--- config.mk ---
export PLATFORM = sky130hd
export DESIGN_NAME = sat_cnt
export DESIGN_NICKNAME = d
export VERILOG_FILES = /design/src/rtl/mac_rx_checker_sat_cnt.sv
export SDC_FILE = /design/constraint.sdc
export NUM_CORES = 1
export LEC_CHECK = 0
export CAP_MARGIN = 10
export CORE_ASPECT_RATIO = 1.1
export CORE_MARGIN = 4
export CORE_UTILIZATION = 40
export CTS_CLUSTER_SIZE = 30
export DETAILED_ROUTE_END_ITERATION = 16
export PLACE_DENSITY = 0.78
export SYNTH_ARGS = -nofsm -noshare
export SYNTH_HDL_FRONTEND = slang
export SYNTH_SLANG_ARGS = --single-unit
--- constraint.sdc ---
create_clock -name clk -period 3.1 [get_ports clk]
set_input_delay 0.465 -clock clk [delete_from_list [all_inputs] [get_ports clk]]
set_output_delay 0.465 -clock clk [all_outputs]
set_load 0.03 [all_outputs]
--- src/rtl/mac_rx_checker_sat_cnt.sv ---
// sat_cnt
//   Saturating statistics counter with synchronous clear. Each cycle it can
//   add 1 (inc_i) and/or a value (add_i/add_val_i); the result sticks at
//   all-ones instead of wrapping.
// Ports:
//   clk, rst        clock, synchronous active-high reset
//   clr_i           synchronous clear, wins over inc_i/add_i
//   inc_i           add one
//   add_i           add add_val_i
//   add_val_i       VAL_W-bit addend
//   cnt_o           W-bit counter value
module sat_cnt #(
    parameter int W     = 32,
    parameter int VAL_W = 16
) (
    input  logic             clk,
    input  logic             rst,
    input  logic             clr_i,
    input  logic             inc_i,
    input  logic             add_i,
    input  logic [VAL_W-1:0] add_val_i,
    output logic [W-1:0]     cnt_o
);

    // Two guard bits: cnt + 1 + val can never overflow the sum width.
    localparam int SW = ((W > VAL_W) ? W : VAL_W) + 2;
    localparam logic [SW-1:0] MAX = {{(SW-W){1'b0}}, {W{1'b1}}};

    logic [W-1:0]  cnt_q, cnt_d;
    logic [SW-1:0] sum;

    always_comb begin
        sum   = SW'(cnt_q) + SW'(inc_i) + (add_i ? SW'(add_val_i) : '0);
        cnt_d = (sum > MAX) ? {W{1'b1}} : sum[W-1:0];
    end

    always_ff @(posedge clk) begin
        if (rst || clr_i) begin
            cnt_q <= '0;
        end else if (inc_i || add_i) begin
            cnt_q <= cnt_d;
        end
    end

    assign cnt_o = cnt_q;

endmodule

# == Word level (Yosys, flattened, before mapping) ==
# Index checks and enable logic that the tools add are counted.
# totals
reg_bits,32
out_inout_bits,32
# op_classes
n_addsub,2
reduce_logical,2
n_mux,2
magnitude_cmp,1
# ops
op,count
adder 33 x 16 -> 34 bit,1
"> comparator 34 x 32 -> 1 bit, second input constant",1
adder 32 x 1 -> 33 bit,1
two-way mux 32 bit,1
two-way mux 16 bit,1
logical OR 1 bit,2

# == Depth between registers and ports, before layout ==
# Gate-level depths: netlist of run 1.
# depth
depth_word,4
mapped_depth,13
mapped_depth_nobuf,11

# == Worst setup path after synthesis of run 1 ==
# No wires, ideal clock.
# synth_timing
path_kind,input -> register
startpoint,in add_i
endpoint,"reg cnt_q[12], in the netlist cnt_o[12]"
stages,13
setup_ps,167
arrival_time_ps,2754
n_path_buf,3
slack_ps,180
cell_sequence,clkbuf_1 nand2_1 fa_1 inv_1 fa_1 a211oi_1 o211ai_2 a21oi_1 o31a_1 or2_1 buf_6 buf_12 a31oi_4
# synth_between
elab_chain_len,4
elab_cells_between_ends,5
classes_between,1 x add/sub; 1 x order compare; 2 x mux; 1 x reduce/logical
# synth_lines
element,line_no,source
from (decl),20,"input logic add_i,"
two-way mux 16 bit,33,sum = SW'(cnt_q) + SW'(inc_i) + (add_i ? SW'(add_val_i) : '0);
adder 33 x 16 -> 34 bit,33,
> comparator 34 x 32 -> 1 bit,34,cnt_d = (sum > MAX) ? {W{1'b1}} : sum[W-1:0];
two-way mux 32 bit,34,
to (signal assigned),41,cnt_q <= cnt_d;
to (decl),29,"logic [W-1:0] cnt_q, cnt_d;"
# Parallel ways exist; a longest one is shown, timed or not.
# A chain may end at the register's enable or synchronous reset.

# == Worst setup path after layout of run 1 ==
# layout_timing
startpoint,in inc_i
endpoint,"reg cnt_q[20], in the netlist cnt_o[20]"
# layout_between
elab_chain_len,4
elab_cells_between_ends,5
classes_between,2 x add/sub; 1 x order compare; 1 x mux; 1 x reduce/logical
# layout_lines
element,line_no,source
from (decl),19,"input logic inc_i,"
adder 32 x 1 -> 33 bit,33,
adder 33 x 16 -> 34 bit,33,
> comparator 34 x 32 -> 1 bit,34,
two-way mux 32 bit,34,
# Parallel ways exist; a longest one is shown, timed or not.

==> flow_summary.toml, run 1 <==
[sta]
drv_slew = 0
clock_skew_ps = 9.768
tightest_slew_ps = 403.3
finalHoldViolCount = 0
setup_viol = 0
finalCritPeriodShare = 0.9688
max_freq_mhz = 333.0
tns_ps = 0
maxSlewHeadroom = 0.7305
min_period_ps = 3003
rsz0062_at_grt = "yes"

[logic_synthesis]
synth_edf_count = 0
netlist_top_cells_area = "dfxtp_1 26%, a31oi_4 8.7%, ha_1 7.7%"
yosys_warnings = 0
ys_ff_latch = 32
synth_common_cells = "32 x dfxtp_1, 25 x a21oi_1, 20 x o21ai_0"
synth.top_cell.area_share = 0.2626
synth_cell_types = 58
ys.flop_type = "dfxtp_1"
yosysMostFrequentCell = "dfxtp_1"
postSynth.asyncResetShare = 0
yosys.area.top_type = "dfxtp_1"
syn-cell-area_um2 = 2440
synth_cells = 275
syn_nets = 313
yosysSeqAreaShare = 0.2626
syn_area_per_cell_um2 = 8.872

[cts]
insertion_delay_ps = 290
clkSinkCount = 32
cts_buffers = 5
cts_buffer_depth = 2
cts_hold_buf = 0
clkTransAtPathRegs_ps = 80
root_buffer = "clkbuf_8"
h-tree-depth = 2
cts_tree = "built"

[floorplan]
die_width_um = 82.47
ios = 53
initial_core_util = 0.4176
die_h_um = 89.91
core_area_um2 = 5842
std_cell_rows = 29
fp.dieArea_um2 = 7414

[global_routing]
met2_usage = 0.2921
grtUsageMet1 = 0.2317
grt_pass1_vias = 2325
top_usage_layer = "met2"
antenna_found_initial = 0
grt_max_degree = 20
grt_pass1_wl_mm = 10.61
grt-ovfl-total = 0
met3_usage = 0.03400
grt.total_usage = 0.1768

[route]
drt-initial-drc-count = 122
drc = 0
routedWlPerCell_um = 14.49
antenna_left = 0
finalWirelength_mm = 6.449
first_pass_iters = 4
vias = 2423
via_per_inst = 5.445

[worst_setup_path]
crit_type = "in -> reg"
crit_path_end_kind = "flop"
path_buf_inv = 5
r2r_slack_ps = 420
cpPeakStageDelay_ps = 470
cp_cell_sequence = "clkdlybuf4s50_1, inv_1, fa_2, inv_1, fa_2, a211oi_2, buf_4, o211ai_2, a21oi_2, o31a_1, buf_4, or3_4, a21oi_1"
timing.rr.start = "cnt_o[0]$_SDFFE_PP0P_"
reg2reg_depth = 12
cp_max_fo = 6
critPathRequiredTime_ps = 3320
startpoint_type = "input port"
crit_family = "buffers and inverters"
critPathSlowestCell = "clkdlybuf4s50_1"
arrival_ps = 3230
r2r-end = "cnt_o[20]$_SDFFE_PP0P_"

[power_and_ir_drop]
power.net_switching_w = 0.0003312
swShare = 0.2927
p_int_w = 0.0008002
combPwrFrac = 0.253
seq_power_share = 0.383
power.leakage_nw = 1.320
powerDensity_nw_per_um2 = 324.4
p_total_w = 0.001132
vdd_ir_drop_max_v = 0.0001974
power_frac_clock = 0.364

[placement]
hpwl_mm = 4.914
port_buffers = 52
gp_congestion = 0.8841

[cells_and_area]
diodes = 0
seq_area_um2 = 640.6
drive_gt1_frac = 0.2310
nFillCells = 519
layout.nets = 405
area_growth_pct = 42.97
largest_register_ffs = 32
multi_input_area_um2 = 1755

[worst_hold_path]
min_path_cells = 1
min_from = "cnt_o[27]$_SDFFE_PP0P_"
hold_class = "reg -> reg"
min_to = "cnt_o[27]$_SDFFE_PP0P_"

[status]
status = "complete, no violations"

[run]
drv_cap = 0
[kinds of logic (layout without fill, tap and decap cells)]
family	count (synthesis)	count (layout)	synth area share
muxes	1	1	0.004103
AOI/OAI and AO/OA	97	97	0.3272
and+or+nand+nor	93	93	0.2144
DFF	32	32	0.2626
adders and majority gates	17	17	0.09333
buffers and inverters	18	111	0.03744
xor gates and xnor gates	17	17	0.06102
[how the worst max path moves through the flow]
stage | startpoint | end | slack (ps) | cells after the start
6_report | inc_i | cnt_o[20]$_SDFFE_PP0P_ | 100 | 13
5_1_grt | inc_i | cnt_o[19]$_SDFFE_PP0P_ | -60 | 13
4_1_cts | add_i | cnt_o[6]$_SDFFE_PP0P_ | 2 | 13
3_5_place_dp | add_i | cnt_o[30]$_SDFFE_PP0P_ | -320 | 12
3_3_place_gp | add_i | cnt_o[30]$_SDFFE_PP0P_ | -290 | 12
2_1_floorplan | add_i | cnt_o[12]$_SDFFE_PP0P_ | 180 | 13
[per-stage QoR]
stage	utilization	hold slack (ps)	worst slack (ps)	instance area [um2]	std cells
4_1_cts	0.5886	527.6	2.319	3438	445
6_report	0.5971	530.8	96.69	3488	445
3_5_place_dp	0.5682	513.1	-317.6	3319	436
5_1_grt	0.5971	551.1	-55.55	3488	445
3_3_place_gp	0.5682	499.8	-294.0	3319	436
2_1_floorplan	-	628.2	179.5	2440	275
[cells in the final DEF, fill, tap and decap left out, drive strengths merged, types with 5 or more instances in the layout]
| master | netlist | final |
|---|---|---|
| ha | 15 | 15 |
| nor3 | 6 | 6 |
| a21oi | 25 | 25 |
| nand2 | 17 | 17 |
| a31oi | 14 | 14 |
| a21o | 5 | 5 |
| buf | 2 | 42 |
| and2 | 17 | 17 |
| o21ai | 22 | 22 |
| or2 | 5 | 5 |
| clkdlybuf4s50 | 0 | 51 |
| inv | 9 | 9 |
| nor2 | 20 | 20 |
| xnor2 | 13 | 13 |
| clkbuf | 7 | 5 |
| dfxtp | 32 | 32 |
[cell type report]
class                           count  area share
Clock buffer                        5     0.01973
Clock inverter                      3     0.01220
Inverter                            9    0.009684
Multi-Input combinational cell    225      0.5032
Sequential cell                    32      0.1836
Tap cell                           77     0.02762
Timing Repair Buffer               94      0.2439
[per-layer routing]
layer / share of wire / vias up / routed length, um
li1: - / 1214 / -
met3: 0.045 / 8 / 290
met1: 0.45 / 1146 / 2934
met2: 0.49 / 55 / 3133
met5: 0 / - / 0
met4: 0.014 / 0 / 91
[power by group through the flow]
stage	sequential (W)	clock (W)	combinational, W
floorplan	0.000464	0	0.000143
global placement	0.000443	0	0.000275
detailed placement	0.000442	0	0.000281
CTS	0.000433	0.000416	0.000283
global route	0.000435	0.000429	0.000311
finish	0.000434	0.000412	0.000286
[timing repair]
item / 4_1_cts / 5_1_grt
pin swaps: 2 / 4
setup endpoints to repair: 12 / 29
resized for setup: 0 / 13
setup buffers: 1 / 0
(Power assumes the default switching activity.)
==> run 2: changes to the inputs <==
- CTS_BUF_LIST: default -> sky130_fd_sc_hd__clkbuf_16
- CTS_CLUSTER_SIZE: 30 -> 25
- HOLD_SLACK_MARGIN: default -> 0.15
==> run 2 against run 1 <==
Against the previous run:
- core utilization up 1.8 points
- critical endpoint is now cnt_o[30]$_SDFFE_PP0P_
- final cell count up 0.67%
- die area did not move
- via count down 0.12%
- total power is 14% higher
- non-clock buffer count increased by 3
- first-iteration DRC count is 17% lower
- maximum frequency increased by 6.7%
- worst hold slack better by 8.0 ps
- sequential power hardly changed
==> flow_summary.toml, run 2 (synthesized netlist as in run 1, its figures left out) <==
[status]
status = "complete, no violations"

[power_and_ir_drop]
swShare = 0.2681
vdd_ir_drop_max_v = 0.0002827
combPwrFrac = 0.225
power.leakage_nw = 1.381
p_int_w = 0.0009424
power.net_switching_w = 0.0003453
power_frac_clock = 0.438
powerDensity_nw_per_um2 = 358.2
seq_power_share = 0.337

[route]
finalWirelength_mm = 6.512
drc = 0
routedWlPerCell_um = 14.54
antenna_left = 0
drt-initial-drc-count = 101
via_per_inst = 5.402
vias = 2420
first_pass_iters = 4

[cts]
cts_buffers = 5
cts_buffer_depth = 2
clkTransAtPathRegs_ps = 60
cts_tree = "built"
insertion_delay_ps = 270
clkSinkCount = 32
cts_hold_buf = 0
root_buffer = "clkbuf_16"
h-tree-depth = 2

[cells_and_area]
utilization = 0.6153
layout_commonest_cell = "clkdlybuf4s50_1"
layout.nets = 408
diodes = 0
final_area_um2 = 3595
drive_gt1_frac = 0.2480
final_cells = 448
area_growth_pct = 47.33
nFillCells = 487
most-common-layout-cells = "49 x clkdlybuf4s50_1, 42 x buf_4, 32 x dfxtp_1"
largest_register_ffs = 32

[sta]
max_freq_mhz = 355.4
finalHoldViolCount = 0
maxSlewHeadroom = 0.7316
finalCritPeriodShare = 0.9076
setup_viol = 0
clock_skew_ps = 6.877
worst_slack_ps = 286.4
rsz0062_at_grt = "no"
drv_slew = 0
tightest_slew_ps = 401.8
min_period_ps = 2814
tns_ps = 0

[placement]
placed_area_um2 = 3319
post-place-ws_ps = -317.6
gp_congestion = 0.8841
hpwl_mm = 4.914
port_buffers = 52
dp_cells = 436

[floorplan]
die_h_um = 89.91
initial_core_util = 0.4176
die_width_um = 82.47
ios = 53
fp.dieArea_um2 = 7414
core_area_um2 = 5842
std_cell_rows = 29

[global_routing]
grt-ovfl-total = 0
grt_pass1_vias = 2337
grt_pass1_wl_mm = 10.69
antenna_found_initial = 0
grt_max_degree = 20
grt.total_usage = 0.1784

[worst_setup_path]
crit_type = "in -> reg"
cp_cell_sequence = "clkdlybuf4s50_1, and2_1, fa_2, a211oi_2, buf_4, o211ai_2, a21oi_2, o31a_1, buf_4, nor2_1, nor4_1, a211oi_1"
arrival_ps = 2970
cpPeakStageDelay_ps = 390
timing.rr.start = "cnt_o[0]$_SDFFE_PP0P_"
path_buf_inv = 3
cp_max_fo = 6
path_common_cell = "buf_4"
critPathRequiredTime_ps = 3250
crit_path_end_kind = "flop"
startpoint_type = "input port"
crit_start = "add_val_i[1]"
critPathSlowestCell = "clkdlybuf4s50_1"
crit_family = "compound AO/OA/AOI/OAI gates"

[worst_hold_path]
min_from = "cnt_o[24]$_SDFFE_PP0P_"
hold_class = "reg -> reg"

[run]
drv_cap = 0
==> run 2: changes by cell type in the layout (fill, tap and decap cells not counted), sizes merged <==
cell	before	now
clkdlybuf4s50	51	49
dlymetal6s2s	1	3
buf	42	45
==> run 2: routing by layer <==
layer	routed length, um	GRT usage
met1	2889	0.2354
met2	3212	0.2955
met3	325	0.03300
met4	84	0.04155
met5	0	0
==> run 2: per-stage QoR <==
step | total power [W] | hold slack [ps]
2_1_floorplan | 0.0006064 | 628.2
3_3_place_gp | 0.0007178 | 499.8
3_5_place_dp | 0.0007231 | 513.1
4_1_cts | 0.001290 | 524.6
5_1_grt | 0.001339 | 577.3
6_report | 0.001288 | 538.8
==> run 2: final cells by class <==
cell class | count | area [um2] | share of cell area
clock inverters | 3 | 42.54 | 0.01183
well taps | 77 | 96.34 | 0.02680
repair buffers | 97 | 885.9 | 0.2464
flip-flops and latches | 32 | 640.6 | 0.1782
clock buffers | 5 | 125.1 | 0.03481
multi-input cells | 225 | 1770 | 0.4925
inverters | 9 | 33.78 | 0.009398
==> run 2: repair_timing <==
| action | in CTS | in global routing |
|---|---|---|
| buffers inserted | 1 | 3 |
| setup endpoints to repair | 17 | 28 |
| cloned | 0 | 0 |
| hold endpoints to repair | 0 | 0 |
| gates resized for setup | 1 | 20 |
| pin swaps | 2 | 8 |
==> run 2: path summary, 6_finish.rpt <==
check	cells past startpoint	slack, ps	end
hold reg to reg	2	540	cnt_o[24]$_SDFFE_PP0P_
hold / removal	2	540	cnt_o[24]$_SDFFE_PP0P_
setup / recovery	12	290	cnt_o[30]$_SDFFE_PP0P_
setup reg to reg	13	390	cnt_o[30]$_SDFFE_PP0P_
==> run 2: tightest hold or removal path, cell delays in order (launching register included) <==
cell      delay (ps)
dfxtp_1          330
nor2_1           110
a211oi_1          50
==> run 2: power groups by stage <==
| stage | Combinational, W | Sequential, W | Clock, W |
|---|---|---|---|
| final | 0.000290 | 0.000434 | 0.000564 |
| after CTS | 0.000285 | 0.000434 | 0.000572 |
| after detailed placement | 0.000281 | 0.000442 | 0 |
| after floorplan | 0.000143 | 0.000464 | 0 |
| after global routing | 0.000315 | 0.000436 | 0.000589 |
| after global placement | 0.000275 | 0.000443 | 0 |
